[config.mk]
export PLATFORM = sky130hd
export DESIGN_NAME = instr_prefetch_buffer
export DESIGN_NICKNAME = d
export VERILOG_FILES = /design/src/rtl/riscv_pkg.sv /design/src/rtl/prefetch_fifo.sv /design/src/rtl/instr_prefetch_buffer.sv
export VERILOG_INCLUDE_DIRS = /design/src /design/src/rtl
export SDC_FILE = /design/constraint.sdc
export NUM_CORES = 1
export LEC_CHECK = 0
export ABC_CLOCK_PERIOD_IN_PS = 5200
export CAP_MARGIN = 0
export CORE_UTILIZATION = 57
export CTS_CLUSTER_DIAMETER = 30
export CTS_CLUSTER_SIZE = 20
export DETAILED_ROUTE_END_ITERATION = 8
export GPL_TIMING_DRIVEN = 0
export HOLD_SLACK_MARGIN = 0.12
export PLACE_DENSITY = 0.88
export SLEW_MARGIN = 30
export SYNTH_ARGS = -nofsm -noshare
export SYNTH_HDL_FRONTEND = slang
export SYNTH_SLANG_ARGS = --single-unit
[constraint.sdc]
create_clock -name clk -period 5.2 [get_ports clk]
set_clock_uncertainty 0.2 [all_clocks]
set_input_delay 1.04 -clock clk [delete_from_list [all_inputs] [get_ports clk]]
set_output_delay 1.04 -clock clk [all_outputs]
set_load 0.02 [all_outputs]
[src/rtl/defines.sv]
`ifndef INSTR_BUS
`define INSTR_BUS 31:0
`define INSTR_ADDR_BUS 31:0
`endif

[src/rtl/riscv_pkg.sv]
// Shared fetch-path types: the {pc, instr} entry carried from fetch to decode.
`ifndef INSTR_BUS
`include "defines.sv"
`endif

package riscv_pkg;

  typedef struct packed {
    logic [`INSTR_ADDR_BUS] pc;
    logic [`INSTR_BUS]      instr;
  } fetch_entry_t;

  function automatic logic [`INSTR_ADDR_BUS] word_align(input logic [`INSTR_ADDR_BUS] addr);
    return addr & ~32'h3;
  endfunction

endpackage

[src/rtl/prefetch_fifo.sv]
// In-order DEPTH-entry FIFO of fetch entries; head is read straight from registered storage.
// Push visible at head the cycle after the write; caller must never push when full or pop when empty.
`ifndef INSTR_BUS
`include "defines.sv"
`endif

module prefetch_fifo
  import riscv_pkg::*;
#(
  parameter int DEPTH = 4
) (
  input  logic                 clk,
  input  logic                 reset,
  input  logic                 clear,
  input  logic                 push,
  input  fetch_entry_t         push_dat,
  input  logic                 pop,
  output fetch_entry_t         head,
  output logic [$clog2(DEPTH):0] count
);

  localparam int AW = $clog2(DEPTH);

  fetch_entry_t  mem [DEPTH];
  logic [AW-1:0] rd_ptr;
  logic [AW-1:0] wr_ptr;

  always_ff @(posedge clk or negedge reset) begin
    if (!reset) begin
      rd_ptr <= '0;
      wr_ptr <= '0;
      count  <= '0;
    end else if (clear) begin
      rd_ptr <= '0;
      wr_ptr <= '0;
      count  <= '0;
    end else begin
      if (push) wr_ptr <= wr_ptr + 1'b1;
      if (pop)  rd_ptr <= rd_ptr + 1'b1;
      case ({push, pop})
        2'b10:   count <= count + 1'b1;
        2'b01:   count <= count - 1'b1;
        default: count <= count;
      endcase
    end
  end

  always_ff @(posedge clk) begin
    if (push) mem[wr_ptr] <= push_dat;
  end

  assign head = mem[rd_ptr];

endmodule

[src/rtl/instr_prefetch_buffer.sv]
// Instruction prefetcher: issues sequential word fetches under a DEPTH credit limit and queues responses.
// Grant at N, rvalid at N+1 -> out_valid at N+2; out_ready low fills the FIFO and then stops imem_req.
`ifndef INSTR_BUS
`include "defines.sv"
`endif

module instr_prefetch_buffer
  import riscv_pkg::*;
#(
  parameter int                     DEPTH    = 4,
  parameter logic [`INSTR_ADDR_BUS] RESET_PC = 32'h0000_0000
) (
  input  logic                   clk,
  input  logic                   reset,
  input  logic                   flush,
  input  logic [`INSTR_ADDR_BUS] flush_pc,
  output logic                   imem_req,
  output logic [`INSTR_ADDR_BUS] imem_addr,
  input  logic                   imem_gnt,
  input  logic                   imem_rvalid,
  input  logic [`INSTR_BUS]      imem_rdata,
  output logic                   out_valid,
  output logic [`INSTR_BUS]      out_instr,
  output logic [`INSTR_ADDR_BUS] out_pc,
  input  logic                   out_ready
);

  localparam int AW = $clog2(DEPTH);
  localparam int CW = AW + 1;
  localparam logic [CW:0] DEPTH_W = (CW+1)'(DEPTH);

  logic [`INSTR_ADDR_BUS] fpc;
  logic [CW-1:0]          live_cnt;
  logic [CW-1:0]          discard_cnt;
  logic [CW-1:0]          fifo_count;
  logic [CW:0]            credit_used;
  logic [`INSTR_ADDR_BUS] tag_q [DEPTH];
  logic [AW-1:0]          tag_wr;
  logic [AW-1:0]          tag_rd;
  logic                   grant;
  logic                   rsp_live;
  logic                   rsp_drop;
  logic                   push;
  logic                   pop;
  fetch_entry_t           push_dat;
  fetch_entry_t           head;

  // Requests still owed by memory but already abandoned keep holding a credit.
  assign credit_used = {1'b0, fifo_count} + {1'b0, live_cnt} + {1'b0, discard_cnt};
  assign imem_req    = reset && !flush && (credit_used < DEPTH_W);
  assign imem_addr   = fpc;
  assign grant       = imem_req && imem_gnt;

  assign rsp_drop = imem_rvalid && (discard_cnt != '0);
  assign rsp_live = imem_rvalid && (discard_cnt == '0) && (live_cnt != '0);
  assign push     = rsp_live && !flush;
  assign push_dat = '{pc: tag_q[tag_rd], instr: imem_rdata};

  assign out_valid = (fifo_count != '0) && !flush;
  assign pop       = out_valid && out_ready;
  assign out_pc    = head.pc;
  assign out_instr = head.instr;

  always_ff @(posedge clk or negedge reset) begin
    if (!reset) begin
      fpc         <= RESET_PC;
      live_cnt    <= '0;
      discard_cnt <= '0;
      tag_wr      <= '0;
      tag_rd      <= '0;
    end else if (flush) begin
      // Everything still live becomes discard, minus a response consumed this very edge.
      fpc         <= word_align(flush_pc);
      live_cnt    <= '0;
      discard_cnt <= discard_cnt - CW'(rsp_drop) + live_cnt - CW'(rsp_live);
      tag_wr      <= '0;
      tag_rd      <= '0;
    end else begin
      if (grant) begin
        fpc    <= fpc + 32'd4;
        tag_wr <= tag_wr + 1'b1;
      end
      if (rsp_live) tag_rd <= tag_rd + 1'b1;
      live_cnt    <= live_cnt + CW'(grant) - CW'(rsp_live);
      discard_cnt <= discard_cnt - CW'(rsp_drop);
    end
  end

  always_ff @(posedge clk) begin
    if (grant) tag_q[tag_wr] <= fpc;
  end

  prefetch_fifo #(
    .DEPTH (DEPTH)
  ) u_fifo (
    .clk      (clk),
    .reset    (reset),
    .clear    (flush),
    .push     (push),
    .push_dat (push_dat),
    .pop      (pop),
    .head     (head),
    .count    (fifo_count)
  );

endmodule

==> results of run 1 <==
[final cells by class]
type	count	area, um^2
sequential	415	12230
timing repair buffer	168	1804
clock buffer	91	1967
clock inverter	48	540.5
fill	1458	6823
multi-input combinational	345	3889
inverter	20	75.07
tap	378	473.0
buffer	42	212.7
[power by group through the flow]
stage                     Sequential [mW]  Combinational [mW]  Clock (mW)
after global routing                 4.03                1.77        4.96
after detailed placement             4.06                1.62           0
after CTS                            4.01                1.65        4.80
after global placement               4.05                1.56           0
final                                4.02                1.64        4.76
after floorplan                      4.05               0.982           0
[sequential cells by signal (all words and copies together), names as in the netlist]
| name | cells |
|---|---|
| tag_rd | 2 |
| u_fifo.rd_ptr | 2 |
| tag_q | 120 |
| live_cnt | 3 |
| tag_wr | 2 |
| discard_cnt | 3 |
| u_fifo.wr_ptr | 2 |
| u_fifo.mem | 248 |
| u_fifo.count | 3 |
| imem_addr | 30 |
[final timing paths]
path | start | endpoint | slack [ns] | cells past startpoint
min in group clk | tag_wr[0] | tag_wr[0] | 0.40 | 1
hold reg to reg | tag_wr[0] | tag_wr[0] | 0.40 | 1
setup / recovery | live_cnt[1] | imem_req | 0.62 | 7
setup reg to reg | live_cnt[1] | live_cnt[2] | 1.05 | 16
max in group asynchronous | reset | imem_addr[27] | 4.04 | 1
hold / removal | reset | live_cnt[0] | 0.31 | 1
[placed cells by master (no fill, tap or decap), types with 6 or more instances in the layout]
cell and count:
edfxtp_1 368, o21ai_0 18, clkinv_1 8, nand3_1 15
nor2_1 22, o311ai_0 11, clkinv_4 6, a21oi_1 7
fa_1 6, nand2_1 46, nand4_1 7, xor2_1 6
xnor2_1 9, dfrtp_1 47, o211ai_1 8, ha_1 17
clkinv_2 10, buf_4 9, bufinv_16 7, clkbuf_16 75
nor3_1 6, clkbuf_1 28, clkdlybuf4s50_1 159, inv_1 20
mux4_2 92, buf_2 14, buf_16 6
[metal layers]
layer  vias up  share of wire (%)
met5         -                  0
met1      4630                 38
met4         0                3.1
met3       103                9.4
li1       3856                  -
met2       665                 50
[metrics by stage]
stage / total power [mW] / worst slack [ns] / hold WS, ns
after floorplan: 5.032 / 1.372 / 0.3136
final: 10.41 / 0.6159 / 0.3134
after global routing: 10.75 / 0.4565 / 0.3531
after detailed placement: 5.679 / 1.046 / 0.3731
after CTS: 10.46 / 0.5955 / 0.3147
after global placement: 5.615 / -0.9002 / 0.3375
[logic make-up (layout without fill, tap and decap cells)]
kind of cell,count (synthesis),count (layout)
flops,415,415
simple gates,139,139
mux,97,97
compound gates,66,66
buf+inv,62,369
fa+ha+maj,23,23
xor+xnor,16,16
other cells,1,4
[worst register-to-register path, stage by stage, from the launching register on]
cell,delay [ns]
dfrtp_1,0.42
inv_1,0.11
fa_1,0.47
or2_2,0.31
fa_1,0.38
xnor2_1,0.32
nor2_4,0.10
inv_1,0.11
buf_2,0.22
buf_2,0.28
ha_1,0.28
inv_1,0.06
ha_1,0.13
inv_1,0.05
fa_1,0.37
xnor2_1,0.16
nor2_1,0.05
==> summary.md, run 1 <==
| Metric | Value |
|---|---|
| Remaining Overflow, GRT | 0 |
| Nets@finish | between 1000 and 1500 |
| Maximum vdd drop | 310.3 uV |
| Pin slew with the least headroom to its limit | between 0.8 and 0.9 ns |
| # hold bufs at CTS | 0 |
| Hpwl dp | around 21000 um |
| Cell taking the most area after synthesis | edfxtp_1 |
| Initial drt markers | between 1000 and 1500 |
| Critical path buffer and inverter count | 2 |
| Startpoint Class | flip-flop |
| First-pass GRT wire length | about 56000 um |
| #FFs+latches synth | between 400 and 500 |
| Ratio of cells with drive above 1 in the final layout | 23.47% |
| Asr flop ratio synth | between 10% and 20% |
| Highest achievable clock rate | approximately 220 MHz |
| Antenna Nets Post-Route | 0 |
| PostCTS Resize Cnt | 0 |
| Total CTS buffers | 75 |
| CP Max Fanout | 4 |
| Vias in the first global route | 9635 |
| Relative slew slack | 41.64% |
| Crit. End Element | output port |
| Placed cell area | approximately 0.019 mm^2 |
| Delay-heaviest family, CP | adder cells |
| Req. time, crit path | slightly below 4 ns |
| CP arrival | between 3 and 4 ns |
| GR peak layer | met2 |
| Number of port buffers | 160 |
| Top-Level Pins | about 170 |
| Most common cell in the synthesized netlist | edfxtp_1 |
| Sw Pwr | approximately 2.7 mW |
| Sequential Power Share | 38.6% |
| Final Cycle Share | between 80% and 90% |
| Post-Layout Inst Area | 0.02119 mm^2 |
| EDFF count, synth | 368 |
| Synth top area cells | edfxtp_1 68%, mux4_2 13%, dfrtp_1 7.2%, ha_1 1.3%, nand2_1 1.1% |
| DRT Wirelength | roughly 37000 um |
| Non-filler cells, final | between 1500 and 2000 |
| Core ar. | around 0.028 mm^2 |
| TritonCTS clock tree | done |
| Grt met3 use | slightly above 6% |
| Setup violators final | 0 |
| Global Route Usage Sum | 26.30% |
| Setup_tns | 0 ns |
| Placed cell count | between 1000 and 1500 |
| Adder-Cell Fraction of Synth Area | 2.033% |
| Initial Util | approximately 60% |
| Met2 Use GR | approximately 43% |
| Switching Fraction | around a quarter |
| Post-synth cell types | 56 |
| Multiplexer share of the synthesized area | roughly 13% |
| Final hold viol count | 0 |
| Most instantiated cells after synthesis | 368 x edfxtp_1, 92 x mux4_2, 47 x dfrtp_1 |
| Avg Inst Size Synth | roughly 20 um^2 |
| XOR/XNOR Fraction of Synth Area | 0.9709% |
| Mapped cell area | around 0.016 mm^2 |
| Post-synthesis compound-gate area fraction | around 2.8% |
| Combinational power share | 15.7% |
| Critical setup path kind | flip-flop to output port |
| Largest net degree at the start of global routing | 50 |
| Clk Latency, worst-skew pair | between 0.5 and 0.6 ns |
| Root Buffer | clkbuf_16 |
| # DRC | 0 |
| Power per cell area | 491.5 mW/mm^2 |
| Simple-Gate Fraction of Synth Area | under 10% |
| Seq/Total Area, Yosys | 74.70% |
| Area grow syn2layout | 29.45% |
| Clock-pin slew on the worst setup and hold paths | 0.04 ns |
| Die area | slightly below 0.03 mm^2 |
| Largest family of logic cells by synthesized area | multiplexers |
| P_leak | 7.216 nW |
| Post-synth top area share | around two thirds |
| P_int | ~7.7 mW |
| Post-DR wirelength/cell | approximately 25 um |
| DIE HEIGHT | approximately 170 um |
| Largest stage delay, worst path | 0.65 ns |
| Status | complete, no violations |
| Die W | roughly 170 um |
| Clk pwr share | between 40% and 50% |
| # rows | 61 |
| Yosys warning total | 0 |
| Diode count | 0 |
| Post-Syn Instances | approximately 820 |
| Slowest cell on the critical path | clkdlybuf4s50_1 |
| Drt pass-1 iters | 5 |
| Buffer count from post-CTS setup fixing | 0 |
| Most used DFF post-synth | edfxtp_1 |
| Clk sinks | between 400 and 500 |
| Routed vias | a little over 9000 |
| RSZ-0062 raised after global routing | false |
| Pins Over Slew Limit | 0 |
| Maxcap violations | 0 |
| Global Route met1 Usage | about 34% |
| Initial antenna violation count | 0 |
| Most used cell, CP | fa_1 |
| Min Clock Period, post-route | approximately 4.6 ns |
| Fin util | approximately three quarters |
| Clk buf depth | 3 |
| RD Place Congestion | slightly below 0.9 |
| Number of vias per cell | 6.141 |
| Htree depth | 3 |
| Tightest Hold Check Type | input port to async pin |
| Critical Path, Cell by Cell | inv_1 > fa_1 > or2_2 > fa_1 > nand2_1 > nor3_1 > clkdlybuf4s50_1 |
Note: power is estimated with default switching activity, not from simulation.
==> run 2, diff against run 1 <==
--- a/config.mk
+++ b/config.mk
@@ -18,4 +18,5 @@
 export SLEW_MARGIN = 30
 export SYNTH_ARGS = -nofsm -noshare
 export SYNTH_HDL_FRONTEND = slang
+export SYNTH_HIERARCHICAL = 1
 export SYNTH_SLANG_ARGS = --single-unit
==> run 2 against run 1 <==
- synthesized cell count rose by 0.73%
- via count down 1.8%
- combinational power fell by 60%
- sequential power down 1%
- hold slack improved by 0.0023 ns
- critical endpoint unchanged
- largest power group unchanged
- highest routed layer unchanged
==> summary.md, run 2 <==
| Metric | Value |
|---|---|
| Seq/Total Area, Yosys | 75.15% (+0.45 points) |
| Routed vias | 9085 (-1.8%) |
| P_leak | 7.252 nW (+0.49%) |
| Diode count | 0 (unchanged) |
| Global Route met1 Usage | 32.57% (-1.9 points) |
| Crit. End Element | output port |
| Delay-heaviest family, CP | buffers and inverters |
| DRT Wirelength | 36410 um (-1.9%) |
| DIE HEIGHT | 172.6 um (+0.67%) |
| Post-Layout Inst Area | 0.02148 mm^2 (+1.4%) |
| GR peak layer | met2 |
| Pin slew with the least headroom to its limit | 0.8553 ns (-0.01998 ns) |
| Placed cell area | 0.01896 mm^2 (+1.5%) |
| Hpwl dp | 21630 um (+2.4%) |
| Largest stage delay, worst path | 0.73 ns (+0.08 ns) |
| Power per cell area | 436.3 mW/mm^2 (-11%) |
| Most instantiated cells after synthesis | 376 x edfxtp_1, 94 x mux4_2, 47 x dfrtp_1 |
| Tightest Hold Check Type | input port to async pin |
| Remaining Overflow, GRT | 0 (unchanged) |
| Number of vias per cell | 5.942 (-3.2%) |
| Final hold viol count | 0 (unchanged) |
| Clk pwr share | 50.8% (+5.1 points) |
| Htree depth | 3 (unchanged) |
| P_int | 7.176 mW (-7.0%) |
| PostCTS Resize Cnt | 0 (unchanged) |
| Mapped cell area | 0.01659 mm^2 (+1.4%) |
| CP Max Fanout | 10 (+6) |
| Post-synth top area share | 68.06% (+0.54 points) |
| First-pass GRT wire length | 55830 um (-0.76%) |
| Clk sinks | 423 (+1.9%) |
| Slowest cell on the critical path | clkdlybuf4s50_1 |
| Critical setup path kind | input port to output port |
| # DRC | 0 (unchanged) |
| Highest achievable clock rate | 196.2 MHz (-10%) |
| Pins Over Slew Limit | 0 (unchanged) |
| Yosys warning total | 6 (+6) |
| Initial antenna violation count | 0 (unchanged) |
| Maximum vdd drop | 342.8 uV (+10%) |
| Min Clock Period, post-route | 5.097 ns (+0.5128 ns) |
| Most used DFF post-synth | edfxtp_1 |
| TritonCTS clock tree | done |
| Worst r2r src | live_cnt[1] |
| RD Place Congestion | 0.8865 (+0.52%) |
| Global Route Usage Sum | 25.26% (-1.0 points) |
| Setup WS post-layout | 0.1030 ns (-0.5128 ns) |
| Fin util | 74.83% (-0.82 points) |
| Clk buf depth | 3 (unchanged) |
| Top-Level Pins | 168 (unchanged) |
| Ratio of cells with drive above 1 in the final layout | 23.76% (+0.28 points) |
| Largest net degree at the start of global routing | 50 (unchanged) |
| Setup violators final | 0 (unchanged) |
| Top reg by flops | u_fifo/mem |
| Initial Util | 57.80% (-0.63 points) |
| Reg2reg end | live_cnt[2] |
| Max reg flops | 256 (+3.2%) |
| Power, Total | 9.370 mW (-10%) |
| Status | complete, no violations |
| Nets@finish | 1176 (+1.4%) |
| Synth top area cells | edfxtp_1 68%, mux4_2 13%, dfrtp_1 7.1%, ha_1 1.3%, nand2_1 0.95% |
| # hold bufs at CTS | 0 (unchanged) |
| Worst r2r path cells | 16 (unchanged) |
| Buffer count from post-CTS setup fixing | 0 (unchanged) |
| Sequential Power Share | 42.2% (+3.6 points) |
| Commonest non-fill, non-tap cell in the layout | edfxtp_1 |
| CP arrival | 3.86 ns (+0.52 ns) |
| Antenna Nets Post-Route | 0 (unchanged) |
| Number of port buffers | 163 (+1.9%) |
| Most common cell in the synthesized netlist | edfxtp_1 |
| # rows | 62 (+1.6%) |
| Crit path to | imem_req |
| Vias in the first global route | 9710 (+0.78%) |
| Clk Latency, worst-skew pair | 0.56 ns (about the same) |
| Critical path depth in cells | 6 (-1) |
| DP Worst Slack | 0.2224 ns (-0.8233 ns) |
| Post-synth cell types | 50 (-11%) |
| Maxcap violations | 0 (unchanged) |
| Critical path buffer and inverter count | 5 (+3) |
| Req. time, crit path | 3.96 ns (about the same) |
| Die area | 0.02979 mm^2 (+1.3%) |
| #FFs+latches synth | 423 (+1.9%) |
| Final Cycle Share | 98.02% (+9.9 points) |
| Die W | 172.6 um (+0.67%) |
| Asr flop ratio synth | 11.11% (-0.21 points) |
| R2r setup slk | 0.62 ns (-0.43 ns) |
| Clock-pin slew on the worst setup and hold paths | 0.06 ns (+0.02 ns) |
| Combinational power share | 7.0% (-8.7 points) |
| # fillers | 1574 (+8.0%) |
| Setup_tns | 0 ns (unchanged) |
| Area grow syn2layout | 29.46% (about the same) |
| EDFF count, synth | 376 (+2.2%) |
| Startpoint Class | input port |
| Post-DR wirelength/cell | 23.81 um (-3.3%) |
| Initial drt markers | 946 (-12%) |
| Critical Path, Cell by Cell | clkdlybuf4s50_1 > buf_2 > clkbuf_1 > clkbuf_1 > nor3_1 > clkdlybuf4s50_1 |
| Drt pass-1 iters | 8 (+3) |
| Met2 Use GR | 41.50% (-1.4 points) |
| Cell taking the most area after synthesis | edfxtp_1 |
| RSZ-0062 raised after global routing | false |
| Sw Pwr | 2.194 mW (-19%) |
| Root Buffer | clkbuf_16 |
| Relative slew slack | 42.45% (+0.81 points) |
| Post-Syn Instances | 825 (+0.73%) |
| Total CTS buffers | 76 (+1.3%) |
| Switching Fraction | 23.41% (-2.5 points) |
| Most frequent cells in the layout | 376 x edfxtp_1, 162 x clkdlybuf4s50_1, 94 x mux4_2 |
| Avg Inst Size Synth | 20.11 um^2 (+0.62%) |
| Grt met3 use | 6.047% (-0.14 points) |
| Core ar. | 0.02870 mm^2 (+2.5%) |
| Crit. Startpoint | flush |
run 2: cell count changes after synthesis, moves of 7 or more:
cell / previous run / this run
nand3_1: 15 / 22
and3_1: 9 / 1
o21ai_0: 18 / 28
edfxtp_1: 368 / 376
o211ai_1: 8 / 1
run 2: how the worst min path moves through the flow:
stage / start / end / slack, ns / depth (start not counted)
after floorplan: tag_wr[0] / tag_wr[0] / 0.31 / 1
after global placement: tag_wr[0] / tag_wr[0] / 0.34 / 1
after detailed placement: tag_wr[0] / tag_wr[0] / 0.35 / 1
after CTS: reset / u_fifo/rd_ptr[0] / 0.31 / 1
after global routing: reset / u_fifo/rd_ptr[1] / 0.34 / 1
final: reset / u_fifo/rd_ptr[0] / 0.32 / 1
run 2: power groups by stage:
stage / Combinational [mW] / Sequential [mW] / Clock (mW)
3_5_place_dp: 0.642 / 4.01 / 0
2_1_floorplan: 0.345 / 4.00 / 0
3_3_place_gp: 0.601 / 4.00 / 0
6_report: 0.654 / 3.96 / 4.76
4_1_cts: 0.655 / 3.95 / 4.83
5_1_grt: 0.702 / 3.96 / 4.99
run 2: logic make-up after synthesis:
logic type / after synthesis / synth area share [%]
fa+ha+maj: 23 / 2.006
xor+xnor: 24 / 1.312
compound gates: 57 / 2.217
buf+inv: 55 / 1.712
flops: 423 / 75.15
other cells: 1 / 0.02260
simple gates: 143 / 4.510
mux: 99 / 13.07
run 2: layout make-up:
cell class | count | area, um^2 | share of cell area (%)
clock inverters | 54 | 534.3 | 2.488
multi-input cells | 356 | 3887 | 18.10
clock buffers | 86 | 1982 | 9.228
well taps | 384 | 480.5 | 2.237
repair buffers | 171 | 1842 | 8.576
flip-flops and latches | 423 | 12470 | 58.05
inverters | 19 | 71.32 | 0.3321
plain buffers | 36 | 212.7 | 0.9904
run 2: per-stage QoR:
step	cells	hold slack, ns
finish	1529	0.3157
global route	1529	0.3357
CTS	1529	0.3064
detailed placement	1389	0.3508
global placement	1381	0.3360
floorplan	834	0.3137
run 2: metal layers:
layer / wire length [um] / share of wire (%) / up-vias
met2: 18450 / 51 / 523
met5: 0 / 0 / -
met4: 1175 / 3.2 / 0
met3: 3021 / 8.3 / 99
met1: 13760 / 38 / 4591
li1: - / - / 3872
==> run 3, diff against run 2 <==
--- a/config.mk
+++ b/config.mk
@@ -9,7 +9,6 @@
 export ABC_CLOCK_PERIOD_IN_PS = 5200
 export CAP_MARGIN = 0
 export CORE_UTILIZATION = 57
-export CTS_CLUSTER_DIAMETER = 30
 export CTS_CLUSTER_SIZE = 20
 export DETAILED_ROUTE_END_ITERATION = 8
 export GPL_TIMING_DRIVEN = 0
==> run 3 against run 2 <==
- setup slack improved by 0.066 ns
- register-to-register slack about the same
- clock-buffer cell count decreased by 33
- largest power group is now sequential cells
- critical path type unchanged
- critical endpoint unchanged
- combinational power decreased by 2%
==> summary.md, run 3 (synthesis gave the netlist of run 2 again) <==
| Metric | Value |
|---|---|
| Status | complete, no violations |
| Diode count | 0 (unchanged) |
| Root Buffer | clkbuf_16 |
| Nets@finish | 1142 (-2.9%) |
| Hpwl dp | 21630 um (unchanged) |
| Max reg flops | 256 (unchanged) |
| Power, Total | 7.456 mW (-20%) |
| Vias in the first global route | 9182 (-5.4%) |
| # rows | 62 (unchanged) |
| Pin slew with the least headroom to its limit | 0.8575 ns (+0.002144 ns) |
| Initial Util | 57.80% (unchanged) |
| Number of port buffers | 163 (unchanged) |
| Antenna Nets Post-Route | 0 (unchanged) |
| Drt pass-1 iters | 5 (-3) |
| CP arrival | 3.79 ns (-0.07 ns) |
| Post-Layout Inst Area | 0.02027 mm^2 (-5.6%) |
| FF/Latch Area | 0.01247 mm^2 (unchanged) |
| Final hold viol count | 0 (unchanged) |
| Min Clock Period, post-route | 5.031 ns (-0.06604 ns) |
| Top reg by flops | u_fifo/mem |
| Remaining Overflow, GRT | 0 (unchanged) |
| Die area | 0.02979 mm^2 (unchanged) |
| TritonCTS clock tree | done |
| Critical setup path kind | input port to output port |
| Top-Level Pins | 168 (unchanged) |
| Clk Latency, worst-skew pair | 0.54 ns (-0.02 ns) |
| Relative slew slack | 42.31% (-0.14 points) |
| Highest achievable clock rate | 198.8 MHz (+1.3%) |
| PostCTS Resize Cnt | 0 (unchanged) |
| # DRC | 0 (unchanged) |
| Maxcap violations | 0 (unchanged) |
| Commonest non-fill, non-tap cell in the layout | edfxtp_1 |
| Fin util | 70.61% (-4.2 points) |
| Post-DR wirelength/cell | 23.35 um (-2.0%) |
| RD Place Congestion | 0.8865 (unchanged) |
| Req. time, crit path | 3.96 ns (about the same) |
| Buffer count from post-CTS setup fixing | 0 (unchanged) |
| Global Route Usage Sum | 23.74% (-1.5 points) |
| P_leak | 6.672 nW (-8.0%) |
| Total CTS buffers | 42 (-45%) |
| Number of vias per cell | 5.984 (+0.72%) |
| Initial antenna violation count | 0 (unchanged) |
| Power per cell area | 367.9 mW/mm^2 (-16%) |
| Initial drt markers | 880 (-7.0%) |
| Setup violators final | 0 (unchanged) |
| CP Max Fanout | 10 (unchanged) |
| Clk sinks | 423 (unchanged) |
| Final Cycle Share | 96.75% (-1.3 points) |
| # fillers | 1768 (+12%) |
| Setup_tns | 0 ns (unchanged) |
| Maximum vdd drop | 317.6 uV (-7.3%) |
| First-pass GRT wire length | 52960 um (-5.1%) |
| Core ar. | 0.02870 mm^2 (unchanged) |
| Area grow syn2layout | 22.16% |
| Most frequent cells in the layout | 376 x edfxtp_1, 162 x clkdlybuf4s50_1, 94 x mux4_2 |
| DIE HEIGHT | 172.6 um (unchanged) |
| # hold bufs at CTS | 0 (unchanged) |
| DRT Wirelength | 34230 um (-6.0%) |
| Multi-input logic area | 0.003887 mm^2 (unchanged) |
| Placed cell area | 0.01896 mm^2 (unchanged) |
| Largest net degree at the start of global routing | 50 (unchanged) |
| Tightest Hold Check Type | input port to async pin |
| Htree depth | 2 (-1) |
| RSZ-0062 raised after global routing | false |
| Ratio of cells with drive above 1 in the final layout | 19.41% (-4.3 points) |
| Die W | 172.6 um (unchanged) |
| Crit. End Element | output port |
| Pins Over Slew Limit | 0 (unchanged) |
| Startpoint Class | input port |
| Routed vias | 8773 (-3.4%) |
| Clk buf depth | 3 (unchanged) |
| Clock-pin slew on the worst setup and hold paths | 0.07 ns (about the same) |
[run 3: cell count changes in the layout (fill, tap and decap cells not counted), sizes merged]
| cell | delta |
|---|---|
| clkbuf | -33 |
| clkinv | -13 |
| inv | -12 |
| bufinv | -3 |
| clkinvlp | -2 |
[run 3: through the flow]
step	hold slack [ns]	worst slack, ns	cells
after global routing	0.3780	0.1420	1466
after floorplan	0.3137	1.079	834
after detailed placement	0.3508	0.2224	1389
final	0.3350	0.1691	1466
after global placement	0.3360	-0.8650	1381
after CTS	0.3386	0.2089	1466
[run 3: path summary, 6_finish.rpt]
kind                                  start            end  slack [ns]  depth (start not counted)
worst max-delay path                  flush       imem_req        0.17                          6
worst max register to register  live_cnt[1]    live_cnt[2]        0.62                         16
min in group clk                  tag_wr[0]      tag_wr[0]        0.36                          1
worst min-delay path                  reset   imem_addr[2]        0.33                          1
worst min register to register    tag_wr[0]      tag_wr[0]        0.36                          1
max in group asynchronous             reset  imem_addr[14]        4.03                          1
[run 3: routing by layer]
layer,GRT usage [%],part of all wire (%),up-vias
met1,32.15,40,4464
li1,-,-,3765
met4,9.152,3.2,0
met3,4.354,6.8,91
met2,38.86,50,453
met5,0,0,-
[run 3: cell type report]
class	count	share of cell area, %
plain buffers	36	1.050
repair buffers	171	9.088
flip-flops and latches	423	61.52
clock inverters	24	0.8952
multi-input cells	356	19.18
clock buffers	53	5.544
inverters	19	0.3519
well taps	384	2.371
[run 3: power by group]
| group | total (mW) | switching (mW) | internal [mW] |
|---|---|---|---|
| clock network | 2.87 | 1.23 | 1.64 |
| logic | 0.644 | 0.343 | 0.300 |
| registers | 3.95 | 0.118 | 3.83 |
[run 3: critical path: stages]
cell and delay [ns]:
clkdlybuf4s50_1 0.73, buf_2 0.30, clkbuf_1 0.44, clkbuf_1 0.52, nor3_1 0.18, clkdlybuf4s50_1 0.57
